**config.mk**
```make
export PLATFORM = sky130hd
export DESIGN_NAME = vga_timing_gen_flat
export DESIGN_NICKNAME = d
export VERILOG_FILES = /design/src/rtl/vga_timing_gen_if.sv /design/src/rtl/vga_timing_gen.sv /design/src/flat_wrapper.sv
export SDC_FILE = /design/constraint.sdc
export NUM_CORES = 1
export LEC_CHECK = 0
export BUFFER_PORTS_ARGS = -buffer_cell sky130_fd_sc_hd__buf_4
export CORE_ASPECT_RATIO = 2
export CORE_MARGIN = 2
export CORE_UTILIZATION = 57
export CTS_CLUSTER_DIAMETER = 40
export CTS_CLUSTER_SIZE = 16
export DETAILED_ROUTE_END_ITERATION = 7
export PLACE_DENSITY = 0.81
export SYNTH_ARGS = -nofsm -noshare
export SYNTH_HDL_FRONTEND = slang
export SYNTH_SLANG_ARGS = --single-unit
```
**constraint.sdc**
```tcl
create_clock -name clk -period 3.6 [get_ports clk]
set_clock_uncertainty 0.2 [all_clocks]
set_input_delay 0.72 -clock clk [delete_from_list [all_inputs] [get_ports clk]]
set_output_delay 0.72 -clock clk [all_outputs]
set_load 0.01 [all_outputs]
```
**src/rtl/vga_timing_gen_if.sv**
```systemverilog
// Video timing bundle between the timing generator and its consumer.
// Carries the advance enable in and the registered sync/position outputs back.
// master = timing generator side, slave = pixel pipeline side.
interface vga_timing_gen_if #(
    parameter int CW = 11
);
    logic          ce;
    logic          hsync;
    logic          vsync;
    logic          de;
    logic [CW-1:0] x;
    logic [CW-1:0] y;
    logic          line_start;
    logic          frame_start;

    modport master (
        input  ce,
        output hsync, vsync, de, x, y, line_start, frame_start
    );

    modport slave (
        output ce,
        input  hsync, vsync, de, x, y, line_start, frame_start
    );
endinterface

```
**src/rtl/vga_timing_gen.sv**
```systemverilog
// VGA raster timing generator: h/v position counters with sync, de and coordinate outputs.
// Latency: outputs are registered and describe the counter position they sit at (zero skew).
// Backpressure: ce=0 freezes counters and outputs; start pulses drop to 0 on stall cycles.
module vga_timing_gen #(
    parameter int H_ACTIVE = 640,
    parameter int H_FP     = 16,
    parameter int H_SYNC   = 96,
    parameter int H_BP     = 48,   // must be >= 1 so the reset position is outside sync
    parameter int V_ACTIVE = 480,
    parameter int V_FP     = 10,
    parameter int V_SYNC   = 2,
    parameter int V_BP     = 33,   // must be >= 1 so the reset position is outside sync
    parameter bit H_POL    = 1'b0,
    parameter bit V_POL    = 1'b0,
    parameter int CW       = 11
) (
    input  logic               clk,
    input  logic               rst,
    vga_timing_gen_if.master   vif
);
    localparam int H_TOTAL = H_ACTIVE + H_FP + H_SYNC + H_BP;
    localparam int V_TOTAL = V_ACTIVE + V_FP + V_SYNC + V_BP;

    localparam logic [CW-1:0] H_LAST   = CW'(H_TOTAL - 1);
    localparam logic [CW-1:0] V_LAST   = CW'(V_TOTAL - 1);
    localparam logic [CW-1:0] H_ACT_C  = CW'(H_ACTIVE);
    localparam logic [CW-1:0] V_ACT_C  = CW'(V_ACTIVE);
    localparam logic [CW-1:0] HS_BEG_C = CW'(H_ACTIVE + H_FP);
    localparam logic [CW-1:0] HS_END_C = CW'(H_ACTIVE + H_FP + H_SYNC);
    localparam logic [CW-1:0] VS_BEG_C = CW'(V_ACTIVE + V_FP);
    localparam logic [CW-1:0] VS_END_C = CW'(V_ACTIVE + V_FP + V_SYNC);

    logic [CW-1:0] h_cnt_q, h_cnt_d;
    logic [CW-1:0] v_cnt_q, v_cnt_d;
    logic          hsync_q, hsync_d;
    logic          vsync_q, vsync_d;
    logic          de_q, de_d;
    logic [CW-1:0] x_q, x_d;
    logic [CW-1:0] y_q, y_d;
    logic          line_start_q, line_start_d;
    logic          frame_start_q, frame_start_d;

    // Next raster position: advance one pixel per ce edge, wrap line then frame.
    always_comb begin
        h_cnt_d = h_cnt_q;
        v_cnt_d = v_cnt_q;
        if (vif.ce) begin
            if (h_cnt_q == H_LAST) begin
                h_cnt_d = '0;
                v_cnt_d = (v_cnt_q == V_LAST) ? '0 : v_cnt_q + 1'b1;
            end else begin
                h_cnt_d = h_cnt_q + 1'b1;
            end
        end
    end

    // Output decode from the next position so registered outputs line up with the counters.
    // vsync follows v_cnt_d, which only moves on the h wrap, so it switches at h_cnt=0.
    always_comb begin
        de_d          = (h_cnt_d < H_ACT_C) && (v_cnt_d < V_ACT_C);
        x_d           = de_d ? h_cnt_d : '0;
        y_d           = de_d ? v_cnt_d : '0;
        hsync_d       = ((h_cnt_d >= HS_BEG_C) && (h_cnt_d < HS_END_C)) ? H_POL : ~H_POL;
        vsync_d       = ((v_cnt_d >= VS_BEG_C) && (v_cnt_d < VS_END_C)) ? V_POL : ~V_POL;
        line_start_d  = vif.ce && (h_cnt_d == '0);
        frame_start_d = line_start_d && (v_cnt_d == '0);
    end

    // State and output registers; reset parks at the last position so the first ce lands on (0,0).
    always_ff @(posedge clk or posedge rst) begin
        if (rst) begin
            h_cnt_q       <= H_LAST;
            v_cnt_q       <= V_LAST;
            hsync_q       <= ~H_POL;
            vsync_q       <= ~V_POL;
            de_q          <= 1'b0;
            x_q           <= '0;
            y_q           <= '0;
            line_start_q  <= 1'b0;
            frame_start_q <= 1'b0;
        end else begin
            h_cnt_q       <= h_cnt_d;
            v_cnt_q       <= v_cnt_d;
            hsync_q       <= hsync_d;
            vsync_q       <= vsync_d;
            de_q          <= de_d;
            x_q           <= x_d;
            y_q           <= y_d;
            line_start_q  <= line_start_d;
            frame_start_q <= frame_start_d;
        end
    end

    assign vif.hsync       = hsync_q;
    assign vif.vsync       = vsync_q;
    assign vif.de          = de_q;
    assign vif.x           = x_q;
    assign vif.y           = y_q;
    assign vif.line_start  = line_start_q;
    assign vif.frame_start = frame_start_q;
endmodule
```
**src/flat_wrapper.sv**
```systemverilog
// flat-port wrapper written by rule: the top's interface ports become plain ports
module vga_timing_gen_flat 
#(
    parameter int H_ACTIVE = 640,
    parameter int H_FP     = 16,
    parameter int H_SYNC   = 96,
    parameter int H_BP     = 48,                                                        
    parameter int V_ACTIVE = 480,
    parameter int V_FP     = 10,
    parameter int V_SYNC   = 2,
    parameter int V_BP     = 33,                                                        
    parameter bit H_POL    = 1'b0,
    parameter bit V_POL    = 1'b0,
    parameter int CW       = 11
)
  (clk, rst, vif_ce, vif_hsync, vif_vsync, vif_de, vif_x, vif_y, vif_line_start, vif_frame_start);
  vga_timing_gen_if #(.CW(CW)) vif_i ();
  input  logic clk;
  input  logic rst;
  input wire logic [$bits(vif_i.ce)-1:0] vif_ce;
  output wire logic [$bits(vif_i.hsync)-1:0] vif_hsync;
  output wire logic [$bits(vif_i.vsync)-1:0] vif_vsync;
  output wire logic [$bits(vif_i.de)-1:0] vif_de;
  output wire logic [$bits(vif_i.x)-1:0] vif_x;
  output wire logic [$bits(vif_i.y)-1:0] vif_y;
  output wire logic [$bits(vif_i.line_start)-1:0] vif_line_start;
  output wire logic [$bits(vif_i.frame_start)-1:0] vif_frame_start;
  assign vif_i.ce = vif_ce;
  assign vif_hsync = vif_i.hsync;
  assign vif_vsync = vif_i.vsync;
  assign vif_de = vif_i.de;
  assign vif_x = vif_i.x;
  assign vif_y = vif_i.y;
  assign vif_line_start = vif_i.line_start;
  assign vif_frame_start = vif_i.frame_start;
  vga_timing_gen #(.H_ACTIVE(H_ACTIVE), .H_FP(H_FP), .H_SYNC(H_SYNC), .H_BP(H_BP), .V_ACTIVE(V_ACTIVE), .V_FP(V_FP), .V_SYNC(V_SYNC), .V_BP(V_BP), .H_POL(H_POL), .V_POL(V_POL), .CW(CW)) u_core (.clk(clk), .rst(rst), .vif(vif_i));
endmodule
```
# After elaboration in Yosys (flattened, before gate mapping)

Cells that the tools add are included.

Reduce and logical (&&, ||, !) cells: 7
Equality and inequality tests: 2
$add $sub $neg: 2
Magnitude comparators: 6
Muxes and demuxes: 9

Operator list:

| operator                                               | number |
|---|---|
| two-way mux 11 bit                                     | 7 |
| adder 11 x 1 -> 11 bit (second input constant)         | 2 |
| equality test 11 x 10 -> 1 bit (second input constant) | 2 |
| zero test 11 bit                                       | 2 |
| < comparator 11 x 10 -> 1 bit (second input constant)  | 2 |
| < comparator 11 x 9 -> 1 bit (second input constant)   | 2 |
| >= comparator 11 x 10 -> 1 bit (second input constant) | 1 |
| >= comparator 11 x 9 -> 1 bit (second input constant)  | 1 |
| logical AND 1 bit                                      | 5 |
| two-way mux 1 bit                                      | 2 |

Flip-flop bits (word level): 49
Input bits: 3
Output and inout bits: 27

# Depth between registers and ports, before layout

Gate-level depths: netlist of run 1.

Depth after elaboration: 7
Gate-level depth with buffers: 9

# Worst setup path after synthesis of run 1

Ideal clock, no wire load.

Path kind: register -> register
Start point: reg u_core.h_cnt_q[9]
End point: reg u_core.x_q[0], in the netlist u_core.vif.x[0]
Library setup time: 0.137 ns
Data required time: 3.263 ns
Path slack: 0.352 ns
Data arrival time: 2.911 ns
Stages on the path, launching flop included: 9
Cells stage by stage: dfstp_2 or4b_4 or4_4 buf_6 or4_4 a222oi_1 a2111o_1 buf_6 nor3_2

Longest elaborated chain between the ends: 6
Elaborated cells between the ends (all ways): 10
Those cells by class: add/sub (1); order compare (2); eq/ne (1); mux (5); reduce/logical (1)

RTL lines:

| what                                                                          | line                                       | text |
|---|---|---|
| from (decl)                                                                   | vga_timing_gen.sv:33                       | `logic [CW-1:0] h_cnt_q, h_cnt_d;` |
| from (signal assigned)                                                        | vga_timing_gen.sv:82                       | `h_cnt_q <= h_cnt_d;` |
| adder 11 x 1 -> 11 bit or equality test 11 x 10 -> 1 bit (tied branches)      | vga_timing_gen.sv:52, vga_timing_gen.sv:48 |  |
| two-way mux 11 bit                                                            | vga_timing_gen.sv:48                       | `if (h_cnt_q == H_LAST) begin` |
| two-way mux 11 bit                                                            | vga_timing_gen.sv:47                       | `if (vif.ce) begin` |
| < comparator 11 x 10 -> 1 bit or < comparator 11 x 9 -> 1 bit (tied branches) | vga_timing_gen.sv:60                       | `de_d = (h_cnt_d < H_ACT_C) && (v_cnt_d < V_ACT_C);` |
| logical AND 1 bit                                                             | vga_timing_gen.sv:60                       |  |
| two-way mux 11 bit *                                                          | vga_timing_gen.sv:61                       | `x_d = de_d ? h_cnt_d : '0;` |
| via u_core.x_d[0]                                                             | vga_timing_gen.sv:38                       | `logic [CW-1:0] x_q, x_d;` |
| to (signal assigned)                                                          | vga_timing_gen.sv:77                       | `x_q <= '0;` |
| to (signal assigned)                                                          | vga_timing_gen.sv:87                       | `x_q <= x_d;` |
| to (decl)                                                                     | vga_timing_gen.sv:38                       |  |

Mark *: on every way through the listed nets, which the timed path passes. The rest lies on a longest branch.

# Worst setup path after layout of run 1

Start point: reg u_core.h_cnt_q[9]
End point: reg u_core.x_q[1], in the netlist u_core.vif.x[1]

The elaborated chain is that of the path after synthesis.

==> results of run 1 <==
synth_stat cells, types with 2 or more instances:
library cell / number / area (µm²)
sky130_fd_sc_hd__xnor2_1: 7 / 61.31
sky130_fd_sc_hd__or4_4: 2 / 22.52
sky130_fd_sc_hd__ha_1: 3 / 37.54
sky130_fd_sc_hd__xor2_1: 5 / 43.79
sky130_fd_sc_hd__o21ai_0: 8 / 40.04
sky130_fd_sc_hd__nand3_1: 10 / 50.05
sky130_fd_sc_hd__nor3_1: 9 / 45.04
sky130_fd_sc_hd__nand2_1: 14 / 52.55
sky130_fd_sc_hd__or4_1: 2 / 15.01
sky130_fd_sc_hd__nand4_1: 7 / 43.79
sky130_fd_sc_hd__nor2b_2: 7 / 61.31
sky130_fd_sc_hd__a21oi_1: 6 / 30.03
sky130_fd_sc_hd__buf_6: 5 / 56.30
sky130_fd_sc_hd__inv_1: 13 / 48.80
sky130_fd_sc_hd__o21ai_1: 2 / 10.01
sky130_fd_sc_hd__o31ai_1: 3 / 22.52
sky130_fd_sc_hd__nor2_1: 12 / 45.04
sky130_fd_sc_hd__and4_1: 2 / 17.52
sky130_fd_sc_hd__nor2_2: 7 / 43.79
sky130_fd_sc_hd__or2_2: 2 / 12.51
sky130_fd_sc_hd__dfrtp_1: 37 / 925.9
sky130_fd_sc_hd__a31oi_1: 2 / 12.51
sky130_fd_sc_hd__o32ai_1: 2 / 17.52
sky130_fd_sc_hd__or3_1: 3 / 18.77
sky130_fd_sc_hd__nor4_1: 4 / 25.02
sky130_fd_sc_hd__and3_1: 3 / 18.77
sky130_fd_sc_hd__a211oi_1: 2 / 15.01
sky130_fd_sc_hd__buf_4: 2 / 15.01
sky130_fd_sc_hd__nor3_2: 4 / 40.04
sky130_fd_sc_hd__dfstp_2: 12 / 315.3
cell families after synthesis:
group                    count (synthesis)  synth area share, %
AO/OA/AOI/OAI                           32                8.919
XOR/XNOR                                12                4.407
buffers and inverters                   26                7.187
other                                    1               0.1572
AND/OR/NAND/NOR                         98                25.29
flip-flops                              49                52.05
multiplexers                             1               0.4197
adder cells (fa/ha/maj)                  3                1.574
worst reg2reg max path, stage by stage (launching register included):
cell and delay (ns):
sky130_fd_sc_hd__dfstp_2 0.59, sky130_fd_sc_hd__or4b_4 0.51, sky130_fd_sc_hd__or4_4 0.61, sky130_fd_sc_hd__or4_4 0.51, sky130_fd_sc_hd__a222oi_1 0.32, sky130_fd_sc_hd__a2111o_1 0.22
sky130_fd_sc_hd__buf_4 0.23, sky130_fd_sc_hd__nor3_2 0.07
power by group through the flow:
stage | Combinational [mW] | Sequential, mW | Clock [mW]
after floorplan | 0.253 | 0.727 | 0
after global placement | 0.352 | 0.740 | 0
after detailed placement | 0.361 | 0.742 | 0
after CTS | 0.364 | 0.732 | 0.410
after global routing | 0.399 | 0.746 | 0.436
final | 0.363 | 0.734 | 0.399
state kept, by name, summed over array words and instances (netlist names):
| name | count |
|---|---|
| u_core.h_cnt_q | 11 |
| u_core.vif.frame_start | 1 |
| u_core.vif.x | 11 |
| u_core.vif.de | 1 |
| u_core.vif.y | 11 |
| u_core.vif.line_start | 1 |
| u_core.vif.hsync | 1 |
| u_core.v_cnt_q | 11 |
| u_core.vif.vsync | 1 |
worst max path at each step:
stage,to,slack (ns)
final,u_core.vif.x[1],0.23
after global routing,u_core.vif.x[1],0.04
after CTS,u_core.vif.x[1],0.24
after detailed placement,u_core.vif.x[1],0.25
after global placement,u_core.vif.x[1],0.30
after floorplan,u_core.vif.x[0],0.35
area by class of cell:
cell class	instances	share of cell area (%)
Timing Repair Buffer	35	9.655
Sequential cell	49	45.61
Clock buffer	6	3.034
Tap cell	52	2.391
Multi-Input combinational cell	149	36.00
Clock inverter	2	1.379
Inverter	14	1.931
layer usage:
layer	vias to the layer above	routed length [µm]
met4	0	284
met2	64	2744
met1	851	1683
li1	838	-
met3	23	192
met5	-	0
stage by stage:
stage	instance area [µm²]	total power, mW	worst slack (ns)
2_1_floorplan	2392	0.9796	0.3523
3_3_place_gp	2601	1.092	0.3041
3_5_place_dp	2601	1.103	0.2534
4_1_cts	2721	1.505	0.2416
5_1_grt	2721	1.582	0.04341
6_report	2721	1.497	0.2328
==> reports/results.md, run 1 <==
| Result | This run | Unit |
|---|---|---|
| First-pass GRT wire length | 7962 | µm |
| Finished Core Util | 67.25 | % |
| Maximum resistive drop on vdd | 0.0004881 | V |
| Maximum number of pins on one net before global-route repair | 50 | - |
| Critical path's largest stage delay | 0.61 | ns |
| Met1 Resource Use GR | 23.66 | % |
| Hold Path Sink | u_core.v_cnt_q[10] | - |
| Worst Reg2Reg Path Length in Cells | 7 | - |
| Leading cell type in the layout, fill and taps excluded | sky130_fd_sc_hd__dfrtp_1 | - |
| Power density cells | 550.2 | nW/µm² |
| Count of flip-flops with a built-in enable after synthesis | 0 | - |
| # H-tree levels | 2 | - |
| Number of detailed-route iterations in the first pass | 4 | - |
| Headroom to the max-slew limit | 36.00 | % |
| Post-synthesis area per instance | 10.74 | µm² |
| Met3 GRT Util | 3.135 | % |
| Core Box Area | 4046 | µm² |
| Filler-free cell count of the finished design | 307 | - |
| Max frequency | 297.0 | MHz |
| Critical path origin | u_core.h_cnt_q[9] | - |
| Switching Share | 30.15 | % |
| Die boundary width | 49.74 | µm |
| Hold Startpoint | u_core.v_cnt_q[10] | - |
| Count of hold buffers inserted by post-cts repair | 0 | - |
| Number of DRC violations after detailed routing | 0 | - |
| Number of cells in the design after placement | 299 | - |
| Most instantiated flip-flop cell in the synthesis netlist | sky130_fd_sc_hd__dfrtp_1 | - |
| Number of inserted filler cells in the final layout | 356 | - |
| Fraction of final layout cells sized beyond drive strength 1 | 33.73 | % |
| Final wirelength | 4905 | µm |
| Share of the yosys chip area belonging to registers | 52.05 | % |
| Distinct cell type count after synthesis | 55 | - |
| Worst endpoint required time | 3.59 | ns |
| Final GP Congestion | 0.9780 | - |
| Layout-stage area growth over the synthesis result | 14.11 | % |
| Cell at the root of the clock tree | sky130_fd_sc_hd__clkbuf_8 | - |
| Area of the multi-input gates | 979.7 | µm² |
| Path category of the worst min-delay check | flip-flop to flip-flop | - |
| Number of diodes added for antenna fixing | 0 | - |
| Arrival time of the worst setup path | 3.35 | ns |
| First DRT Iteration DRCs | 80 | - |
| Yosys warns | 0 | - |
| TritonCTS clock tree | done | - |
| Total count of hold-check failures in the final report | 0 | - |
| Setup repair bufs after CTS | 0 | - |
| Chain of cells forming the critical path | or4b_4, or4_4, or4_4, a222oi_1, a2111o_1, buf_4, nor3_2 | - |
| Sum of net half-perimeters after detailed placement | 3628 | µm |
| Final clock period utilization by the worst path | 93.53 | % |
| Final count of pins violating max slew | 0 | - |
| Buffer levels on the longest clock path | 2 | - |
| Sw power | 0.4514 | mW |
| Starting density of the core | 58.94 | % |
| Internal power of the cells | 1.046 | mW |
| Via count of the first global-routing pass | 1750 | - |
| TritonCTS Sinks | 49 | - |
| Floorplan die height | 95.48 | µm |
| Hold path cells | 1 | - |
| Total Die Area | 4748 | µm² |
| Internal reg-to-reg setup slack | 0.23 | ns |
| Site Rows | 33 | - |
| Final worst hold slack | 0.3447 | ns |
| Wirelength per Cell | 15.98 | µm |
| Cell with the most instances on the worst path | sky130_fd_sc_hd__or4_4 | - |
| Clock group share of total power | 26.7 | % |
| Minimum clock period after layout | 3.367 | ns |
| Slowest-stage cell, CP | sky130_fd_sc_hd__or4_4 | - |
| Capturing point of the worst reg2reg path | u_core.vif.x[1] | - |
| Global-route track usage on met2 | 39.56 | % |
| Remaining antenna violation count | 0 | - |
| Cell type group with the largest total delay on the critical path | simple AND/OR/NAND/NOR gates | - |
| Cell Area, Synth | 2385 | µm² |
| Register bit total from synthesis | 49 | - |
| Most frequent cells in the layout | 37 x sky130_fd_sc_hd__dfrtp_1, 35 x sky130_fd_sc_hd__buf_4, 14 x sky130_fd_sc_hd__nand2_1 | - |
| Critical path capture point type | flip-flop | - |
| Number of nets at the end of the flow | 260 | - |
| Post-route setup TNS | 0 | ns |
| # Max-Cap Violations | 0 | - |
| Leak | 1.253 | nW |
| Maximum fanout along the worst path | 10 | - |
| Reg2Reg Launch Point | u_core.h_cnt_q[9] | - |
| Async set or reset register ratio after synthesis | 100.0 | % |
| Clock latency of the later-clocked register in the worst-skew pair | 0.30 | ns |
| Sequential power share | 49.0 | % |
| Antenna violations before repair | 0 | - |
| Sum of overflow across all layers after global routing | 0 | - |
| Aggregate global-route resource usage | 22.50 | % |
| Final count of negative-setup-slack endpoints | 0 | - |
| Combinational power share | 24.3 | % |
| Count of buffers from port buffering | 29 | - |
| Stages on the worst setup path | 7 | - |
| Cell count after synthesis | 222 | - |
| Clock slew seen by the registers of the worst setup and hold paths | 0.09 | ns |
| Run status | finished clean | - |
| Category of the critical setup timing path | flip-flop to flip-flop | - |
| Flip-flop and latch area | 1241 | µm² |
| Post-cts resize count | 0 | - |
| Most Used Layer, Global Route | met2 | - |
| RSZ-0062 raised after global routing | no | - |
| Kind of start point of the critical path | flip-flop | - |
| Average vias per placed instance | 5.785 | - |
| TritonCTS buffer count | 5 | - |
| Vias post-DR | 1776 | - |
| Total buffers and inverters traversed by the critical path | 1 | - |
| Ports | 30 | - |
| Pin slew with the least headroom to its limit | 0.9586 | ns |
(Power assumes the default switching activity.)
==> run 2, diff against run 1 <==
--- a/config.mk
+++ b/config.mk
@@ -5,10 +5,11 @@
 export SDC_FILE = /design/constraint.sdc
 export NUM_CORES = 1
 export LEC_CHECK = 0
+export ABC_AREA = 1
 export BUFFER_PORTS_ARGS = -buffer_cell sky130_fd_sc_hd__buf_4
 export CORE_ASPECT_RATIO = 2
 export CORE_MARGIN = 2
-export CORE_UTILIZATION = 57
+export CORE_UTILIZATION = 58
 export CTS_CLUSTER_DIAMETER = 40
 export CTS_CLUSTER_SIZE = 16
 export DETAILED_ROUTE_END_ITERATION = 7
==> reports/results.md, run 2 <==
| Result | This run | Unit |
|---|---|---|
| Run status | finished clean | - |
| Core Box Area | 4129 | µm² |
| Ports | 30 | - |
| Reg2Reg Launch Point | u_core.h_cnt_q[0] | - |
| Via count of the first global-routing pass | 2052 | - |
| Wirelength per Cell | 13.12 | µm |
| Distinct cell type count after synthesis | 27 | - |
| Kind of start point of the critical path | flip-flop | - |
| Die boundary width | 50.54 | µm |
| First DRT Iteration DRCs | 65 | - |
| Number of detailed-route iterations in the first pass | 5 | - |
| Capturing point of the worst reg2reg path | u_core.vif.x[2] | - |
| Pin slew with the least headroom to its limit | 0.9637 | ns |
| Worst endpoint required time | 3.64 | ns |
| Area contributors post-synth | sky130_fd_sc_hd__dfrtp_1 37%, sky130_fd_sc_hd__dfstp_2 13%, sky130_fd_sc_hd__nand2_1 9.1% | - |
| Maximum number of pins on one net before global-route repair | 50 | - |
| TritonCTS clock tree | done | - |
| Path category of the worst min-delay check | flip-flop to flip-flop | - |
| Post-route setup TNS | 0 | ns |
| Minimum clock period after layout | 2.792 | ns |
| Hold Startpoint | u_core.h_cnt_q[4] | - |
| Share of Yosys cell area claimed by the top area cell type | 36.85 | % |
| Power density cells | 474.6 | nW/µm² |
| # Max-Cap Violations | 0 | - |
| Fraction of final layout cells sized beyond drive strength 1 | 26.88 | % |
| TritonCTS buffer count | 5 | - |
| Cell at the root of the clock tree | sky130_fd_sc_hd__clkbuf_8 | - |
| Register bit total from synthesis | 49 | - |
| Final count of pins violating max slew | 0 | - |
| Cell Area, Synth | 2512 | µm² |
| Hold path cells | 1 | - |
| Setup repair bufs after CTS | 0 | - |
| Critical path origin | u_core.h_cnt_q[0] | - |
| Count of flip-flops with a built-in enable after synthesis | 0 | - |
| Category of the critical setup timing path | flip-flop to flip-flop | - |
| Area leader, netlist | sky130_fd_sc_hd__dfrtp_1 | - |
| Share of the yosys chip area belonging to registers | 49.40 | % |
| Headroom to the max-slew limit | 35.66 | % |
| Total cell area at the placement stage | 2778 | µm² |
| Yosys warns | 0 | - |
| Total count of hold-check failures in the final report | 0 | - |
| Critical path capture point type | flip-flop | - |
| Maximum fanout along the worst path | 11 | - |
| Post-route cell area | 2868 | µm² |
| First-pass GRT wire length | 8873 | µm |
| Async set or reset register ratio after synthesis | 100.0 | % |
| Number of inserted filler cells in the final layout | 355 | - |
| Post-synth top cells | 61 x sky130_fd_sc_hd__nand2_1, 52 x sky130_fd_sc_hd__inv_1, 37 x sky130_fd_sc_hd__dfrtp_1, 37 x sky130_fd_sc_hd__nor2_1, 28 x sky130_fd_sc_hd__nand3_1 | - |
| RSZ-0062 raised after global routing | no | - |
| Detailed-route wire length on metal 1 | 1827 | µm |
| Aggregate global-route resource usage | 23.92 | % |
| Post-synthesis area per instance | 8.105 | µm² |
| TritonCTS Sinks | 49 | - |
| Final clock period utilization by the worst path | 77.54 | % |
| Site Rows | 33 | - |
| Starting density of the core | 60.85 | % |
| Count of hold buffers inserted by post-cts repair | 0 | - |
| Final count of negative-setup-slack endpoints | 0 | - |
| Number of diodes added for antenna fixing | 0 | - |
| Layout-stage area growth over the synthesis result | 14.14 | % |
| Antenna violations before repair | 0 | - |
| Detail Route met2 WL | 2927 | µm |
| Floorplan die height | 97.08 | µm |
| Most frequent cell after synthesis | sky130_fd_sc_hd__nand2_1 | - |
| Sum of overflow across all layers after global routing | 0 | - |
| Sum of net half-perimeters after detailed placement | 4085 | µm |
| Leading cell type in the layout, fill and taps excluded | sky130_fd_sc_hd__nand2_1 | - |
| Finished Core Util | 69.45 | % |
| Internal reg-to-reg setup slack | 0.81 | ns |
| Power after layout | 1.361 | mW |
| Arrival time of the worst setup path | 2.83 | ns |
| Max frequency | 358.2 | MHz |
| Number of nets at the end of the flow | 351 | - |
| Final GP Congestion | 0.9361 | - |
| Buffer levels on the longest clock path | 2 | - |
| Leak | 1.493 | nW |
| Cell count after synthesis | 310 | - |
| Worst Reg2Reg Path Length in Cells | 12 | - |
| Most frequent cells in the layout | 61 x sky130_fd_sc_hd__nand2_1, 51 x sky130_fd_sc_hd__inv_1, 37 x sky130_fd_sc_hd__nor2_1, 37 x sky130_fd_sc_hd__dfrtp_1, 30 x sky130_fd_sc_hd__buf_4 | - |
| Average vias per placed instance | 5.186 | - |
| Final wirelength | 5223 | µm |
| Remaining antenna violation count | 0 | - |
| Clock slew seen by the registers of the worst setup and hold paths | 0.09 | ns |
| Clock latency of the later-clocked register in the worst-skew pair | 0.31 | ns |
| Most instantiated flip-flop cell in the synthesis netlist | sky130_fd_sc_hd__dfrtp_1 | - |
| Vias post-DR | 2064 | - |
| Maximum resistive drop on vdd | 0.0003796 | V |
| Max layer used | met4 | - |
| Number of DRC violations after detailed routing | 0 | - |
| Post-cts resize count | 0 | - |
| Count of buffers from port buffering | 29 | - |
| Total Die Area | 4906 | µm² |
| Hold Path Sink | u_core.h_cnt_q[4] | - |
| Met3 wire len | 164 | µm |
| # H-tree levels | 2 | - |
-- run 2: changes by cell type in the layout (fill, tap and decap cells not counted), sizes merged, moves of 5 or more --
cell	delta
nand3	+20
inv	+44
buf	-5
nand4	+6
nor2b	-7
nor2	+40
nor3	-6
nor4	-5
nand2	+55
xnor2	-7
-- run 2: worst max-delay path by stage --
stage	to	slack, ns	cells past startpoint
floorplan	u_core.vif.y[4]	1.45	13
global placement	u_core.vif.x[5]	0.84	12
detailed placement	u_core.vif.x[2]	0.76	12
CTS	u_core.vif.x[2]	0.80	12
global route	u_core.vif.x[1]	0.56	14
finish	u_core.vif.x[2]	0.81	12
-- run 2: final cells by class --
type                    count  area (µm²)  area share, %
clock buffers               5       68.82          2.400
well taps                  52       65.06          2.269
multi-input cells         201        1028          35.86
clock inverters             3       21.27         0.7417
inverters                  58       217.7          7.592
flip-flops and latches     49        1241          43.28
repair buffers             30       225.2          7.853
-- run 2: critical path: stages (launching register included) --
cell and delay (ns):
sky130_fd_sc_hd__dfstp_2 0.57, sky130_fd_sc_hd__ha_1 0.25, sky130_fd_sc_hd__nand2_2 0.09, sky130_fd_sc_hd__nor2_2 0.12, sky130_fd_sc_hd__nand2_2 0.09, sky130_fd_sc_hd__nor3_4 0.28, sky130_fd_sc_hd__nand4_1 0.14, sky130_fd_sc_hd__nand3_1 0.14
sky130_fd_sc_hd__nand2_2 0.10, sky130_fd_sc_hd__clkinv_1 0.07, sky130_fd_sc_hd__nand3_2 0.25, sky130_fd_sc_hd__buf_4 0.32, sky130_fd_sc_hd__nor2_2 0.10
-- run 2: metrics by stage --
| step | hold slack, ns | instances | setup slack [ns] |
|---|---|---|---|
| floorplan | 0.3329 | 312 | 1.448 |
| global placement | 0.3651 | 390 | 0.8409 |
| detailed placement | 0.3746 | 390 | 0.7628 |
| CTS | 0.3880 | 398 | 0.7986 |
| global route | 0.4002 | 398 | 0.5639 |
| finish | 0.3831 | 398 | 0.8085 |
-- run 2: power breakdown --
part	leakage, nW	switching, mW	internal (mW)	total, mW
registers	0.609	0.0798	0.635	0.715
clock network	0.0445	0.183	0.138	0.321
logic	0.840	0.225	0.101	0.326
-- run 2: cell families after synthesis --
kind of cell / Yosys count / synth area share, %
simple gates: 180 / 35.06
xor+xnor: 4 / 1.394
flops: 49 / 49.40
other cells: 1 / 0.1493
buf+inv: 62 / 9.960
fa+ha+maj: 3 / 1.494
compound gates: 11 / 2.539
-- run 2: per-layer routing --
layer | track usage (%) | vias up
met1 | 23.29 | 977
met5 | 0 | -
met2 | 43.93 | 51
met4 | 16.63 | 0
met3 | 2.923 | 21
li1 | - | 1015
